--- src/rtl/bufgmux_sel_ctrl.sv ---
// bufgmux_sel_ctrl: sequencer for a PLL -> BUFG -> BUFGMUX clock-selection path.
// Runs on the always-on reference clock. It pulses the PLL reset and waits for
// LOCKED to stay stable. It then debounces an asynchronous select request and
// moves the BUFGMUX S input only while the PLL is locked, leaving idle windows
// before and after each move. If lock does not arrive in time, the PLL is
// restarted.
//
// Ports:
//   clk           reference clock (all logic in this domain)
//   rst_n         asynchronous active-low reset
//   sel_req_i     raw select request, asynchronous (board switch etc.)
//   pll_locked_i  PLL LOCKED, asynchronous
//   pll_rst_o     PLL RST, active high
//   mux_sel_o     BUFGMUX S
//   sel_valid_o   1 = PLL locked and mux settled on mux_sel_o
//   busy_o        1 whenever the sequencer is not in RUN
//   timeout_o     one-cycle pulse when a lock timeout restarts the PLL
//
// Optional build macro BUFGMUX_SEL_CTRL_STATS_EN adds:
//   switch_cnt_o  [15:0] mux toggles, wrapping
//   relock_cnt_o  [7:0]  lock losses out of RUN/HOLDOFF/SETTLE, saturating
module bufgmux_sel_ctrl #(
    parameter int unsigned PLL_RST_CYCLES      = 16,
    parameter int unsigned LOCK_SETTLE_CYCLES  = 64,
    parameter int unsigned LOCK_TIMEOUT_CYCLES = 4096,
    parameter int unsigned DEBOUNCE_CYCLES     = 16,
    parameter int unsigned HOLDOFF_CYCLES      = 8,
    parameter bit          DEFAULT_SEL         = 1'b0
) (
    input  logic        clk,
    input  logic        rst_n,
    input  logic        sel_req_i,
    input  logic        pll_locked_i,
    output logic        pll_rst_o,
    output logic        mux_sel_o,
    output logic        sel_valid_o,
    output logic        busy_o,
    output logic        timeout_o
`ifdef BUFGMUX_SEL_CTRL_STATS_EN
    ,
    output logic [15:0] switch_cnt_o,
    output logic [7:0]  relock_cnt_o
`endif
);

    // A single phase counter serves RESET_PLL, HOLDOFF and SETTLE. These
    // states never overlap, so it is sized for the larger of the two lengths.
    localparam int unsigned PH_MAX = (PLL_RST_CYCLES > HOLDOFF_CYCLES) ?
                                     PLL_RST_CYCLES : HOLDOFF_CYCLES;
    localparam int PW = $clog2(PH_MAX + 1);
    localparam int SW = $clog2(LOCK_SETTLE_CYCLES + 1);
    localparam int TW = $clog2(LOCK_TIMEOUT_CYCLES + 1);
    localparam int DW = $clog2(DEBOUNCE_CYCLES + 1);

    // Each counter stops at N-1, so the action fires on the Nth counted edge.
    localparam logic [PW-1:0] RST_LAST    = PW'(PLL_RST_CYCLES - 1);
    localparam logic [PW-1:0] HOLD_LAST   = PW'(HOLDOFF_CYCLES - 1);
    localparam logic [SW-1:0] SETTLE_LAST = SW'(LOCK_SETTLE_CYCLES - 1);
    localparam logic [TW-1:0] TMO_LAST    = TW'(LOCK_TIMEOUT_CYCLES - 1);
    localparam logic [DW-1:0] DEB_LAST    = DW'(DEBOUNCE_CYCLES - 1);

    typedef enum logic [2:0] {
        RESET_PLL,
        WAIT_LOCK,
        RUN,
        HOLDOFF,
        SETTLE
    } state_t;

    state_t        state;
    logic          req_s1, req_sync;
    logic          lock_s1, locked_sync;
    logic          deb_sel;
    logic [DW-1:0] deb_cnt;
    logic [PW-1:0] ph_cnt;
    logic [SW-1:0] settle_cnt;
    logic [TW-1:0] tmo_cnt;

    // Two-flop synchronizers for both asynchronous inputs.
    always_ff @(posedge clk or negedge rst_n) begin
        if (!rst_n) begin
            req_s1      <= 1'b0;
            req_sync    <= 1'b0;
            lock_s1     <= 1'b0;
            locked_sync <= 1'b0;
        end else begin
            req_s1      <= sel_req_i;
            req_sync    <= req_s1;
            lock_s1     <= pll_locked_i;
            locked_sync <= lock_s1;
        end
    end

    // Debounce runs in every state. Any cycle on which the request agrees
    // with the accepted value restarts the count.
    always_ff @(posedge clk or negedge rst_n) begin
        if (!rst_n) begin
            deb_sel <= DEFAULT_SEL;
            deb_cnt <= '0;
        end else if (req_sync != deb_sel) begin
            if (deb_cnt == DEB_LAST) begin
                deb_sel <= req_sync;
                deb_cnt <= '0;
            end else begin
                deb_cnt <= deb_cnt + 1'b1;
            end
        end else begin
            deb_cnt <= '0;
        end
    end

    always_ff @(posedge clk or negedge rst_n) begin
        if (!rst_n) begin
            state        <= RESET_PLL;
            pll_rst_o    <= 1'b1;
            mux_sel_o    <= DEFAULT_SEL;
            sel_valid_o  <= 1'b0;
            busy_o       <= 1'b1;
            timeout_o    <= 1'b0;
            ph_cnt       <= '0;
            settle_cnt   <= '0;
            tmo_cnt      <= '0;
`ifdef BUFGMUX_SEL_CTRL_STATS_EN
            switch_cnt_o <= '0;
            relock_cnt_o <= '0;
`endif
        end else begin
            timeout_o <= 1'b0;
            case (state)
                RESET_PLL: begin
                    pll_rst_o   <= 1'b1;
                    mux_sel_o   <= DEFAULT_SEL;
                    sel_valid_o <= 1'b0;
                    busy_o      <= 1'b1;
                    settle_cnt  <= '0;
                    tmo_cnt     <= '0;
                    if (ph_cnt == RST_LAST) begin
                        ph_cnt    <= '0;
                        pll_rst_o <= 1'b0;
                        state     <= WAIT_LOCK;
                    end else begin
                        ph_cnt <= ph_cnt + 1'b1;
                    end
                end

                WAIT_LOCK: begin
                    mux_sel_o <= DEFAULT_SEL;
                    // A completed settle wins over a timeout on the same cycle.
                    if (locked_sync && settle_cnt == SETTLE_LAST) begin
                        state       <= RUN;
                        sel_valid_o <= 1'b1;
                        busy_o      <= 1'b0;
                        settle_cnt  <= '0;
                        tmo_cnt     <= '0;
                    end else if (tmo_cnt == TMO_LAST) begin
                        state      <= RESET_PLL;
                        pll_rst_o  <= 1'b1;
                        timeout_o  <= 1'b1;
                        settle_cnt <= '0;
                        tmo_cnt    <= '0;
                    end else begin
                        tmo_cnt    <= tmo_cnt + 1'b1;
                        settle_cnt <= locked_sync ? settle_cnt + 1'b1 : '0;
                    end
                end

                RUN, HOLDOFF, SETTLE: begin
                    if (!locked_sync) begin
                        // Lock loss overrides any pending or in-flight switch.
                        // The mux is parked on the default input.
                        state       <= WAIT_LOCK;
                        mux_sel_o   <= DEFAULT_SEL;
                        sel_valid_o <= 1'b0;
                        busy_o      <= 1'b1;
                        ph_cnt      <= '0;
                        settle_cnt  <= '0;
                        tmo_cnt     <= '0;
`ifdef BUFGMUX_SEL_CTRL_STATS_EN
                        if (relock_cnt_o != 8'hFF)
                            relock_cnt_o <= relock_cnt_o + 1'b1;
`endif
                    end else if (state == RUN) begin
                        // The request is only looked at here, so a change
                        // during HOLDOFF/SETTLE cannot abort a switch.
                        if (deb_sel != mux_sel_o) begin
                            state       <= HOLDOFF;
                            sel_valid_o <= 1'b0;
                            busy_o      <= 1'b1;
                            ph_cnt      <= '0;
                        end
                    end else if (state == HOLDOFF) begin
                        if (ph_cnt == HOLD_LAST) begin
                            mux_sel_o <= ~mux_sel_o;
                            ph_cnt    <= '0;
                            state     <= SETTLE;
`ifdef BUFGMUX_SEL_CTRL_STATS_EN
                            switch_cnt_o <= switch_cnt_o + 1'b1;
`endif
                        end else begin
                            ph_cnt <= ph_cnt + 1'b1;
                        end
                    end else begin
                        if (ph_cnt == HOLD_LAST) begin
                            state       <= RUN;
                            sel_valid_o <= 1'b1;
                            busy_o      <= 1'b0;
                            ph_cnt      <= '0;
                        end else begin
                            ph_cnt <= ph_cnt + 1'b1;
                        end
                    end
                end

                default: begin
                    state     <= RESET_PLL;
                    pll_rst_o <= 1'b1;
                    mux_sel_o <= DEFAULT_SEL;
                    ph_cnt    <= '0;
                end
            endcase
        end
    end

endmodule

--- config.mk ---
export PLATFORM = sky130hd
export DESIGN_NAME = bufgmux_sel_ctrl
export DESIGN_NICKNAME = d
export VERILOG_FILES = /design/src/rtl/bufgmux_sel_ctrl.sv
export SDC_FILE = /design/constraint.sdc
export NUM_CORES = 1
export LEC_CHECK = 0
export BUFFER_PORTS_ARGS = -buffer_cell sky130_fd_sc_hd__clkbuf_2
export CAP_MARGIN = 20
export CELL_PAD_IN_SITES_DETAIL_PLACEMENT = 1
export CELL_PAD_IN_SITES_GLOBAL_PLACEMENT = 2
export CORE_MARGIN = 8
export CORE_UTILIZATION = 39
export DETAILED_ROUTE_END_ITERATION = 7
export GPL_TIMING_DRIVEN = 0
export PLACE_DENSITY = 0.76
export SETUP_SLACK_MARGIN = 0.1
export SKIP_CTS_REPAIR_TIMING = 1
export SLEW_MARGIN = 40
export SYNTH_ARGS = -nofsm -noshare
export SYNTH_HDL_FRONTEND = slang
export SYNTH_SLANG_ARGS = --single-unit
--- constraint.sdc ---
create_clock -name clk -period 2.46 [get_ports clk]
set_clock_uncertainty 0.1 [all_clocks]
set_input_delay 0.123 -clock clk [delete_from_list [all_inputs] [get_ports clk]]
set_output_delay 0.123 -clock clk [all_outputs]
set_load 0.02 [all_outputs]
==> summary.md <==
| Metric | Value |
|---|---|
| Full die area | `8761 um^2` |
| Die H | `93.60 um` |
| Final hold viol count | `0` |
| CTS tree | `built` |
| Tcrit/Tclk final | `90.81%` |
| Antenna viol nets, final | `0` |
| Vias/cell | `5.580` |
| Top cell family by delay on the critical path | `simple AND/OR/NAND/NOR gates` |
| Fmax | `447.7 MHz` |
| CP max stage delay | `440 ps` |
| Post-synth cell types | `60` |
| Avg Inst Size Synth | `9.665 um^2` |
| CP Data Required Time | `2550 ps` |
| Port Buffers | `8` |
| Crit path DAT | `2320 ps` |
| Min Tclk post-route | `2234 ps` |
| Synth cell count leaders | `dfrtp_1 (41), nor2_1 (22), nand2_1 (20), o21ai_0 (19), a21oi_1 (15)` |
| Max Cap Viol | `0` |
| CP Cell Sequence | `ha_2 > nand3_1 > inv_1 > ha_1 > or4_4 > o31ai_4 > a21oi_4 > nand2b_4 > mux2_4` |
| Place WS | `167.1 ps` |
| Clk buf depth | `2` |
| Least-Margin Pin Slew | `599.3 ps` |
| P&R area growth vs syn | `12.09%` |
| Count leader, synth | `dfrtp_1` |
| Post-synthesis sequential area ratio | `45.92%` |
| Worst Hold Slack | `256.1 ps` |
| Asr flop ratio synth | `100.0%` |
| Remaining DRCs | `0` |
| Post-Place Cell Area | `2485 um^2` |
| Synth area leaders | `dfrtp_1 (44%), o21ai_0 (4.0%), nor2_1 (3.5%)` |
| Root buffer cell | `clkbuf_8` |
| Max rail drop VDD | `0.2456 mV` |
| Global-route wire length before repair | `9363 um` |
| Synth Flop Type | `dfrtp_1` |
| N_diodes | `0` |
| Share of layout cells above drive strength 1 | `18.63%` |
| Critical Path Start Type | `flip-flop` |
| TNS Setup | `0 ps` |
| Yosys warning total | `0` |
| Clock Latency Late Sink | `300 ps` |
| Count of final setup violators | `0` |
| Routability cong. | `0.7516` |
| Pleak | `1.193 nW` |
| Fillers | `697` |
| Largest net degree at the start of global routing | `44` |
| Final net count | `272` |
| Status | `complete, no violations` |
| Hold Crit Class | `reg -> reg` |
| DR iter-0 viols | `42` |
| Worst path slowest cell | `or4_4` |
| GR Util All Layers | `13.21%` |
| Total power | `1.279 mW` |
| Buf+Inv Stages, Crit Path | `1` |
| Routed len/inst | `15.73 um` |
| Post-DP HPWL | `3863 um` |
| Synth top area share | `43.69%` |
| Clock sinks | `43` |
| Router iterations before antenna repair | `4` |
| Final Core Density | `44.73%` |
| Vias | `1886` |
| Num CTS Buffers | `5` |
| Crit Path Category | `reg -> reg` |
| Synth area leader | `dfrtp_1` |
| Max H-tree Level | `2` |
| Worst Path Max Fanout | `5` |
| # rows | `28` |
| RSZ-0062 raised after global routing | `no` |
| Dpl cells | `326` |
| PD cells | `485.9 nW/um^2` |
| #FFs+latches synth | `43` |
| WL final | `5316 um` |
| Slew headroom | `60.05%` |
| Initial core utilization | `39.90%` |
| Placeable Area | `5886 um^2` |
| Final Max Tran Viols | `0` |
| Netlist Area Pre-Place | `2349 um^2` |
| Die Span X | `93.60 um` |
| CTS clock-pin slew for the worst setup and hold paths | `90 ps` |
| Vias in the first global route | `1940` |
| Cell area after layout | `2633 um^2` |
| GRT overflow | `0` |
| Io pins | `9` |
| Initial antenna violation count | `0` |
| Syn_nets | `253` |
| Post-Synthesis Cells | `243` |
| Final WS setup | `226.1 ps` |
| Setup crit end kind | `flip-flop` |
| Number of synthesized flops with an enable pin | `0` |
| Filler-free cell count of the finished design | `338` |
[final cells by class]
cell class	instances	area [um^2]	share of cell area, %
multi-input cells	183	1202	45.67
flip-flops and latches	43	1079	40.97
clock buffers	7	96.34	3.660
well taps	75	93.84	3.565
repair buffers	12	80.08	3.042
inverters	10	37.54	1.426
plain buffers	7	36.28	1.378
clock inverters	1	7.507	0.2852
[state kept, by name (all words and copies together) (netlist names), 3 cells and up]
signal / count
state: 3
deb_cnt: 5
ph_cnt: 5
tmo_cnt: 13
settle_cnt: 7
[metal layers]
metal	up-vias	routed length, um	track usage (%)
met1	941	2503	15.87
met4	0	110	5.416
met5	-	0	0
li1	916	-	-
met2	19	2559	22.15
met3	10	143	3.125
[logic make-up (layout without fill, tap and decap cells)]
kind of cell	after synthesis	in the layout	synth area share, %
buffers and inverters	17	37	3.143
flip-flops	43	43	45.92
AND/OR/NAND/NOR	95	95	23.44
XOR/XNOR	6	6	2.238
adder cells (fa/ha/maj)	6	6	3.197
AO/OA/AOI/OAI	71	71	19.55
multiplexers	5	5	2.504
[worst paths after layout]
path,start,end,slack (ps),depth (start not counted)
min in group asynchronous,rst_n,settle_cnt[3],280,2
worst min register to register,lock_s1,locked_sync,260,0
max in group asynchronous,rst_n,ph_cnt[1],1570,2
worst max register to register,ph_cnt[0],state[0],230,9
worst min-delay path,lock_s1,locked_sync,260,0
worst max-delay path,ph_cnt[0],state[0],230,9
[placed cells by master, fill, tap and decap left out, types with 3 or more instances in the layout]
cell type	instances
nor2_1	22
ha_1	5
nor2b_1	3
dlygate4sd3_1	3
dfrtp_1	41
inv_1	9
buf_2	5
o21a_1	3
nand4_1	4
o31ai_1	4
a21oi_1	15
a22o_1	3
a31oi_1	7
and2_1	3
clkbuf_8	7
a21o_1	3
clkbuf_2	7
nand2_1	20
o21ai_0	19
nand3_1	11
o21ai_1	5
nor3_1	6
xor2_1	5
[report_power, final]
part | internal [mW] | switching (mW) | total [mW]
registers | 0.718 | 0.00861 | 0.726
clock network | 0.256 | 0.251 | 0.507
logic | 0.0182 | 0.0280 | 0.0462
No activity file was read; power rests on OpenSTA's default activity.
